### config.mk
export PLATFORM = sky130hd
export DESIGN_NAME = fir_sample_feeder
export DESIGN_NICKNAME = d
export VERILOG_FILES = /design/src/rtl/fir_sample_feeder.sv
export SDC_FILE = /design/constraint.sdc
export NUM_CORES = 1
export LEC_CHECK = 0
export ABC_AREA = 1
export BUFFER_PORTS_ARGS = -buffer_cell sky130_fd_sc_hd__clkbuf_2
export CAP_MARGIN = 0
export CORE_MARGIN = 2
export CORE_UTILIZATION = 60
export CTS_CLUSTER_SIZE = 28
export DETAILED_ROUTE_END_ITERATION = 10
export PLACE_DENSITY = 0.76
export SLEW_MARGIN = 10
export SYNTH_ARGS = -nofsm -noshare
export SYNTH_HDL_FRONTEND = slang
export SYNTH_SLANG_ARGS = --single-unit
### constraint.sdc
create_clock -name clk_fast -period 2.8 [get_ports clk_fast]
set_input_delay 0.14 -clock clk_fast [delete_from_list [all_inputs] [get_ports clk_fast]]
set_output_delay 0.14 -clock clk_fast [all_outputs]
set_load 0.1 [all_outputs]
### src/rtl/fir_sample_feeder.sv
// -----------------------------------------------------------------------------
// fir_sample_feeder
//
// Upstream stage of every band FIR. Converts signed fixed-point ADC samples
// into the 10-bit float format {sign[9], exp[8:5] bias 7, mant[4:0] hidden-1;
// all-zero = 0.0}. Converted words are queued in a FIFO and issued one at a
// time to the filter. The next word is issued only after the filter has
// acknowledged the start and then raised its completion level again.
//
// Optional feature macro: FEEDER_TIMEOUT_EN
//   defined   : a 10-bit watchdog counts cycles spent waiting on the filter.
//               Reaching TIMEOUT sets the sticky timeout flag and returns the
//               FSM to IDLE, discarding the in-flight sample.
//   undefined : no watchdog, the FSM waits indefinitely, timeout is 0.
//
// Ports
//   clk_fast   in   1               sole clock, rising edge
//   rst        in   1               asynchronous reset, active low
//   clr        in   1               synchronous clear: flush FIFO, clear
//                                   ovf/timeout, FSM to IDLE (fir_in kept)
//   adc_in     in   IN_W            two's complement sample
//   adc_valid  in   1               one-cycle write strobe for adc_in
//   fir_done   in   1               filter completion level (high = idle)
//   fir_in     out  10              float sample, stable from issue to done
//   fir_en     out  1               one-cycle start pulse to the filter
//   fifo_level out  $clog2(DEPTH+1) entries currently queued
//   busy       out  1               FSM not in IDLE
//   ovf        out  1               sticky: a sample was dropped (FIFO full)
//   timeout    out  1               sticky watchdog flag
// -----------------------------------------------------------------------------
module fir_sample_feeder #(
    parameter int IN_W      = 12,
    parameter int FRAC_BITS = 11,
    parameter int DEPTH     = 8,
    parameter int TIMEOUT   = 1023
) (
    input  logic                       clk_fast,
    input  logic                       rst,
    input  logic                       clr,
    input  logic [IN_W-1:0]            adc_in,
    input  logic                       adc_valid,
    input  logic                       fir_done,
    output logic [9:0]                 fir_in,
    output logic                       fir_en,
    output logic [$clog2(DEPTH+1)-1:0] fifo_level,
    output logic                       busy,
    output logic                       ovf,
    output logic                       timeout
);

    localparam int LVL_W = $clog2(DEPTH + 1);
    localparam int PTR_W = $clog2(DEPTH);

    typedef enum logic [2:0] {
        ST_IDLE     = 3'd0,
        ST_POP      = 3'd1,
        ST_ISSUE    = 3'd2,
        ST_WAIT_LOW = 3'd3,
        ST_WAIT_HI  = 3'd4
    } state_t;

    // Fixed-point to 10-bit float. The magnitude of the most negative input
    // is representable in IN_W unsigned bits, so no wrap occurs.
    function automatic logic [9:0] to_float(input logic [IN_W-1:0] smp);
        logic [IN_W-1:0] mag;
        logic [4:0]      mant;
        int              p;
        int              e;
        logic [9:0]      res;
        mag = smp[IN_W-1] ? (-smp) : smp;
        p   = 0;
        for (int i = 0; i < IN_W; i++) begin
            p = mag[i] ? i : p;
        end
        // Shifting {mag,00000} right by p leaves the five bits below the
        // leading one in [4:0], zero-padded when fewer than five exist.
        mant = 5'(({mag, 5'b00000}) >> p);
        e    = p - FRAC_BITS + 7;
        if (mag == '0) begin
            res = 10'h000;
        end else if (e > 32'sd15) begin
            res = {smp[IN_W-1], 4'hF, 5'h1F};
        end else if (e < 32'sd1) begin
            res = 10'h000;
        end else begin
            res = {smp[IN_W-1], e[3:0], mant};
        end
        return res;
    endfunction

    state_t            state_r;
    state_t            state_s;
    logic [9:0]        conv_r;
    logic              conv_vld_r;
    logic [9:0]        mem_r [DEPTH];
    logic [PTR_W-1:0]  wr_ptr_r;
    logic [PTR_W-1:0]  rd_ptr_r;
    logic [LVL_W-1:0]  level_r;
    logic [9:0]        fir_in_r;
    logic              fir_en_r;
    logic              busy_r;
    logic              ovf_r;
    logic              full_s;
    logic              empty_s;
    logic              rd_s;
    logic              wr_s;
    logic              push_s;
    logic              drop_s;
    logic              abort_s;

    assign full_s  = (level_r == LVL_W'(DEPTH));
    assign empty_s = (level_r == '0);
    // The head is read on the IDLE->POP transition so fir_in is valid in POP.
    assign rd_s    = (state_r == ST_IDLE) && !empty_s && !clr;
    assign wr_s    = conv_vld_r && !clr;
    // A simultaneous read frees the slot, so a full FIFO still accepts.
    assign push_s  = wr_s && (!full_s || rd_s);
    assign drop_s  = wr_s && full_s && !rd_s;

    // Conversion stage: one registered pipeline step ahead of the FIFO.
    always_ff @(posedge clk_fast or negedge rst) begin
        if (!rst) begin
            conv_r     <= 10'h000;
            conv_vld_r <= 1'b0;
        end else begin
            if (adc_valid) begin
                conv_r <= to_float(adc_in);
            end else begin
                conv_r <= conv_r;
            end
            conv_vld_r <= adc_valid && !clr;
        end
    end

    // FIFO storage array; contents are qualified by the level counter.
    always_ff @(posedge clk_fast) begin
        if (push_s) begin
            mem_r[wr_ptr_r] <= conv_r;
        end
    end

    // FIFO pointers and occupancy.
    always_ff @(posedge clk_fast or negedge rst) begin
        if (!rst) begin
            wr_ptr_r <= '0;
            rd_ptr_r <= '0;
            level_r  <= '0;
        end else if (clr) begin
            wr_ptr_r <= '0;
            rd_ptr_r <= '0;
            level_r  <= '0;
        end else begin
            if (push_s) begin
                wr_ptr_r <= wr_ptr_r + PTR_W'(1);
            end
            if (rd_s) begin
                rd_ptr_r <= rd_ptr_r + PTR_W'(1);
            end
            case ({push_s, rd_s})
                2'b10:   level_r <= level_r + LVL_W'(1);
                2'b01:   level_r <= level_r - LVL_W'(1);
                default: level_r <= level_r;
            endcase
        end
    end

    // Sample register towards the filter; deliberately untouched by clr.
    always_ff @(posedge clk_fast or negedge rst) begin
        if (!rst) begin
            fir_in_r <= 10'h000;
        end else if (rd_s) begin
            fir_in_r <= mem_r[rd_ptr_r];
        end else begin
            fir_in_r <= fir_in_r;
        end
    end

    // Sticky overflow flag.
    always_ff @(posedge clk_fast or negedge rst) begin
        if (!rst) begin
            ovf_r <= 1'b0;
        end else if (clr) begin
            ovf_r <= 1'b0;
        end else if (drop_s) begin
            ovf_r <= 1'b1;
        end else begin
            ovf_r <= ovf_r;
        end
    end

    // Next-state logic; clr overrides every transition.
    always_comb begin
        state_s = state_r;
        case (state_r)
            ST_IDLE: begin
                if (!empty_s) state_s = ST_POP;
                else          state_s = ST_IDLE;
            end
            ST_POP:   state_s = ST_ISSUE;
            ST_ISSUE: state_s = ST_WAIT_LOW;
            ST_WAIT_LOW: begin
                if (abort_s)       state_s = ST_IDLE;
                else if (!fir_done) state_s = ST_WAIT_HI;
                else               state_s = ST_WAIT_LOW;
            end
            ST_WAIT_HI: begin
                if (abort_s)       state_s = ST_IDLE;
                else if (fir_done) state_s = ST_IDLE;
                else               state_s = ST_WAIT_HI;
            end
            default: state_s = ST_IDLE;
        endcase
        if (clr) begin
            state_s = ST_IDLE;
        end else begin
            state_s = state_s;
        end
    end

    // State register; fir_en and busy are registered decodes of next state.
    always_ff @(posedge clk_fast or negedge rst) begin
        if (!rst) begin
            state_r  <= ST_IDLE;
            fir_en_r <= 1'b0;
            busy_r   <= 1'b0;
        end else begin
            state_r  <= state_s;
            fir_en_r <= (state_s == ST_ISSUE);
            busy_r   <= (state_s != ST_IDLE);
        end
    end

`ifdef FEEDER_TIMEOUT_EN
    localparam logic [9:0] TMO_LAST = 10'(TIMEOUT - 1);

    logic [9:0] wait_cnt_r;
    logic       timeout_r;
    logic       in_wait_s;

    assign in_wait_s = (state_r == ST_WAIT_LOW) || (state_r == ST_WAIT_HI);
    assign abort_s   = in_wait_s && (wait_cnt_r == TMO_LAST);

    // Watchdog: counts every cycle spent in either wait state.
    always_ff @(posedge clk_fast or negedge rst) begin
        if (!rst) begin
            wait_cnt_r <= 10'd0;
            timeout_r  <= 1'b0;
        end else if (clr) begin
            wait_cnt_r <= 10'd0;
            timeout_r  <= 1'b0;
        end else if (abort_s) begin
            wait_cnt_r <= 10'd0;
            timeout_r  <= 1'b1;
        end else if (in_wait_s) begin
            wait_cnt_r <= wait_cnt_r + 10'd1;
        end else begin
            wait_cnt_r <= 10'd0;
        end
    end

    assign timeout = timeout_r;
`else
    logic unused_timeout_s;

    assign abort_s          = 1'b0;
    assign timeout          = 1'b0;
    assign unused_timeout_s = (TIMEOUT > 32'sd0);
`endif

    assign fir_in     = fir_in_r;
    assign fir_en     = fir_en_r;
    assign fifo_level = level_r;
    assign busy       = busy_r;
    assign ovf        = ovf_r;

endmodule

* Yosys cells after proc, flatten, opt, wreduce, memory -nomap -nowiden *
Memory sizes are Yosys's and may differ from the RTL's. A register that Yosys moved wholly into a read port is not among the register bits.
Index checks and enable logic that the tools add are counted.

word-level totals
  logic and storage cells = 79
  register bits after elaboration = 27
  memory bits (writable) = 80
  input port bits = 17
  output and inout bits = 18
  memories = 1

memories
  memory  words  bits a word  rd ports  clocked after memory_dff  write ports  line  source
  mem_r   8      10           1         1                         1            95    logic [9:0] mem_r [DEPTH];

cells by class
  reduce and logical (&&, ||, !) cells = 21
  mux-type cells = 30
  magnitude comparators = 2
  add/subtract/negate cells = 7
  equal/unequal tests = 8
  shift-type cells = 1

operators with widths
  cell                 number
  $mux 3               11
  $mux 10              3
  $mux 4               5
  $shr 17x4->5         1
  $pmux 3 s5           1
  $logic_not 12->1     1
  $mux 12              1
  $neg 12->12          1
  $eq 3x2->1 const B   3
  $pmux 4 s2           1
  $logic_and 1x1->1    7
  $add 3x1->3 const B  2
  $add 5x4->6 const B  1
  $gt 6x5->1 const B   1
  $lt 6x2->1 const B   1
  $mux 1               6
  $reduce_bool 2->1    3
  $reduce_bool 3->1    2
  $logic_not 1->1      5
  $sub 4x4->5 const B  1
  $add 4x1->4 const B  1
  $eq 4x4->1 const B   1
  $logic_not 4->1      1
  $mux 2               2
  other kinds (7)      7

* Logic depth before layout (Yosys ltp) *
  depth after elaboration = 19
  gate-level depth with buffers = 21
  gate-level depth less buffers = 21

* Worst setup path before layout *
OpenSTA, ideal clock, no wires.

  kind = register -> register
  start point = reg level_r[0] (netlist: fifo_level[0])
  end point = mem mem_r[4][0], enable pin
  path slack = -0.160 ns
  data required time = 2.424 ns
  stages on the path, launching flop included = 12
  arrival time = 2.583 ns
  period minus slack after synthesis = 2.960 ns
  path buffers = 0
  cells stage by stage = dfrtp_1 inv_1 nand4_1 and3_1 inv_1 nor2_2 inv_1 nand2_1 nand2_1 inv_1 nand2_1 nor2_1

on the way
  longest elaborated chain between the ends = 8
  elaborated cells between the ends (all ways) = 10

ends and longest elaborated chain
  element                         line  source
  from (decl)                     98    logic [LVL_W-1:0] level_r;
  from (signal assigned)          160   2'b10: level_r <= level_r + LVL_W'(1);
  from (signal assigned)          161   2'b01: level_r <= level_r - LVL_W'(1);
  from (signal assigned)          162   default: level_r <= level_r;
  $logic_not 4->1                 112   assign empty_s = (level_r == '0);
  $logic_not 1->1                 n/a
  $logic_and 1x1->1 (2 in a row)  114   assign rd_s = (state_r == ST_IDLE) && !empty_s && !clr;
  $logic_or 1x1->1 *              117   assign push_s = wr_s && (!full_s || rd_s);
  $logic_and 1x1->1 *             117
  $mux 1 *                        137   if (push_s) begin
  $mux 1 (not written as such) *  138   mem_r[wr_ptr_r] <= conv_r;
  to (decl)                       95

Every way passes the cells marked *; elsewhere a longest branch is shown, timed or not.

* Worst setup path in the final report *
  start point = reg level_r[0] (netlist: fifo_level[0])
  end point = reg level_r[3] (netlist: fifo_level[3])

on the way
  longest elaborated chain between the ends = 9
  elaborated cells between the ends (all ways) = 15

ends and longest elaborated chain
  element                                          line  source
  $logic_not 4->1                                  112
  $logic_not 1->1                                  n/a
  $logic_and 1x1->1 (2 in a row)                   114
  $logic_or 1x1->1                                 117
  $logic_and 1x1->1                                117
  $eq 2x1->1 / $eq 2x2->1 (equally long branches)  159   case ({push_s, rd_s})
  $pmux 4 s2                                       159
  $mux 4                                           148   end else if (clr) begin

Parallel ways exist; a longest one is shown, timed or not.
A chain may end at the register's enable or synchronous reset.

==> impl_metrics.tcl <==
set metrics [dict create \
    outcome "complete, no violations" \
    top_usage_layer "met2" \
    cp_num_buf_inv 3 \
    core_um2 9110 \
    arrival_ns 2.79 \
    tns_ns 0 \
    antenna_cells 0 \
    grt_overflow 0 \
    reg2regPathDepth 14 \
    required_ns 3.24 \
    synth_edf_count 80 \
    fill_cells 624 \
    gp_congestion 0.952 \
    synth_cell_types 42 \
    yosys_register_bits 117 \
    place_inst 686 \
    max-clock-path-buffers 2 \
    cts_tree "built" \
    instances_no_fill 722 \
    async_flop_share 0.316 \
    hp-start "adc_in[11]" \
    grt_usage 0.250 \
    fin_crit_ns 2.35 \
    chipHeight_um 100 \
    r2r_start "fifo_level[0]" \
    root_buffer "clkbuf_8" \
    fmax_mhz 426 \
    crit_top_cell "inv_1" \
    setup_viol 0 \
    min_to "conv_r[9]" \
    crit_slowest_cell "dfrtp_2" \
    syn_area_um2 5530 \
    drt-total-wl_um 11800 \
    avgViaCountPerCell 5.73 \
    grt_max_degree 43 \
    hold_path_depth 3 \
    cts_hold_buf 4 \
    netlist_instances 554 \
    wl_per_cell_um 16.3 \
    worst_r2r_endpoint "fifo_level[3]" \
    clk_pin_slew_ns 0.07 \
    synthTopCellsByArea "edfxtp_1, dfrtp_1, nand2_1" \
    fin_nets 621 \
    final_area_um2 6410 \
    ant_nets 0 \
    hold_violations 0 \
    worstPathMaxFanout 4 \
    power.leakage_nw 2.73 \
    vias 4137 \
    postCtsSetupBuffers 0 \
    numCtsBuffers 17 \
    firstDrtPassIters 5 \
    io_pins 35 \
    dp_slack_ns 0.489 \
    rows 35 \
    drc 0 \
    synth.most_common_cell "nand2_1" \
    worst_slew_pin_slew_ns 0.916 \
    insertion_delay_ns 0.52 \
    multiInputGateArea_um2 1880 \
    path_cells "inv_1 -> nand4_1 -> and3_1 -> inv_1 -> nor2_2 -> inv_1 -> nor2_2 -> ha_1 -> a21oi_1 -> nand2_1 -> xor2_1 -> xnor2_1 -> nand3_1 -> o21ai_0" \
    portBuffers 33 \
    post-route-period-util 0.838 \
    crit_family "simple AND/OR/NAND/NOR gates" \
    final_layout_size_suffix_gt1_frac 0.201 \
    dp_hpwl_um 7930 \
    yosysWarnings 0 \
    htree_levels 4 \
    grt_pass1_wl_um 19200 \
    vdd.ir_drop.worst_mv 0.538 \
    use_met1 0.319 \
    cts-resized-gates 0 \
    total_power_w 0.00627 \
    hp-class "primary input to flip-flop" \
    power_density_nw_per_um2 978 \
    maxCapViolCount 0 \
    yosysTopAreaCell "edfxtp_1" \
    grt_use_met3 0.0627 \
    cp-end-kind "flip-flop" \
    slew_headroom 0.389 \
    area.growth.synth_to_final_pct 15.8 \
    setup_ws_ns 0.455 \
    synth_seq_area_share 0.601 \
    die_area_um2 10000 \
    antenna_found_initial 0 \
    finalMaxSlewViolations 0 \
    ys.flop_type "edfxtp_1" \
    met2_usage 0.416 \
    yosys.area.top_type_share 0.434 \
    fin_skew_ns 0.00879 \
    syn_area_per_cell_um2 9.99 \
    ff2ff_setup_slack_ns 0.45 \
    first_iter_violations 330 \
    start_util 0.608 \
    synth_commonest_cells "nand2_1, edfxtp_1, nor2_1" \
    critPathLaunchType "flip-flop" \
    syn_nets 577 \
    die_w_um 100 \
    grt_pass1_vias 3927 \
    path_class "flip-flop to flip-flop" \
    rsz0062_at_grt "false" \
    cts_sinks 117 \
    ff_latch_area_um2 3330 \
    max_stage_delay_ns 0.39 \
    placedInstanceArea_um2 5800 \
]
-- sequential cells by signal, summed over array words and instances, names as in the netlist --
name and cells:
fir_in 10, conv_r 10, wr_ptr_r 3, ovf 1
conv_vld_r 1, fifo_level 4, fir_en 1, state_r 3
busy 1, rd_ptr_r 3, mem_r 80
-- per-layer routing --
| layer | vias up | routed length, um |
|---|---|---|
| met5 | - | 0 |
| met2 | 168 | 5880 |
| met1 | 1953 | 4850 |
| met3 | 26 | 829 |
| li1 | 1990 | - |
| met4 | 0 | 212 |
-- layout by cell type (no fill, tap or decap), types with 8 or more instances in the layout --
cell type  Yosys  final
nand2_1      118    118
o22ai_1       12     12
edfxtp_1      80     80
dfrtp_1       37     33
clkbuf_16      0     16
nand2_2        8      8
nand3_1       38     38
inv_2          8      8
o221ai_1      10     10
o211ai_1      11     11
nor2_1        61     61
buf_4          1     13
clkbuf_2       0     33
inv_1         39     39
o21ai_0       48     48
-- power by group --
part	switching, W	internal, W
Combinational	0.00158	0.000460
Sequential	0.000139	0.00206
Clock	0.000884	0.00114
-- worst max path at each step --
stage,startpoint,to,slack [ns],cells after the start
floorplan,fifo_level[0],mem_r[4][0],0.17,11
global placement,fifo_level[0],fifo_level[3],0.57,14
detailed placement,fifo_level[0],mem_r[2][0],0.49,13
CTS,fifo_level[0],mem_r[2][2],0.46,13
global route,fifo_level[0],fifo_level[3],0.16,14
finish,fifo_level[0],fifo_level[3],0.45,14
-- cell families (layout without fill, tap and decap cells) --
family | Yosys count | after routing | share of synthesized area
simple gates | 255 | 255 | 0.212
flops | 117 | 117 | 0.601
compound gates | 98 | 98 | 0.107
buf+inv | 74 | 131 | 0.0590
fa+ha+maj | 6 | 6 | 0.0149
xor+xnor | 3 | 3 | 0.00475
other cells | 1 | 1 | 0.000678
-- tightest hold or removal path, cell delays in order --
cell and delay (ns):
clkbuf_2 0.25, inv_4 0.16, o21ai_1 0.08
-- layout make-up --
class,count,share of cell area
clock buffer,17,0.0646
clock inverter,15,0.0240
inverter,49,0.0291
multi-input combinational,363,0.293
sequential,117,0.520
tap,111,0.0217
timing repair buffer,50,0.0472
-- metrics by stage --
step / util / hold slack [ns]
final: 0.704 / 0.145
after global routing: 0.704 / 0.160
after CTS: 0.704 / 0.130
after detailed placement: 0.637 / 0.314
after global placement: 0.637 / 0.306
after floorplan: - / -0.156
No activity file was read; power rests on OpenSTA's default activity.
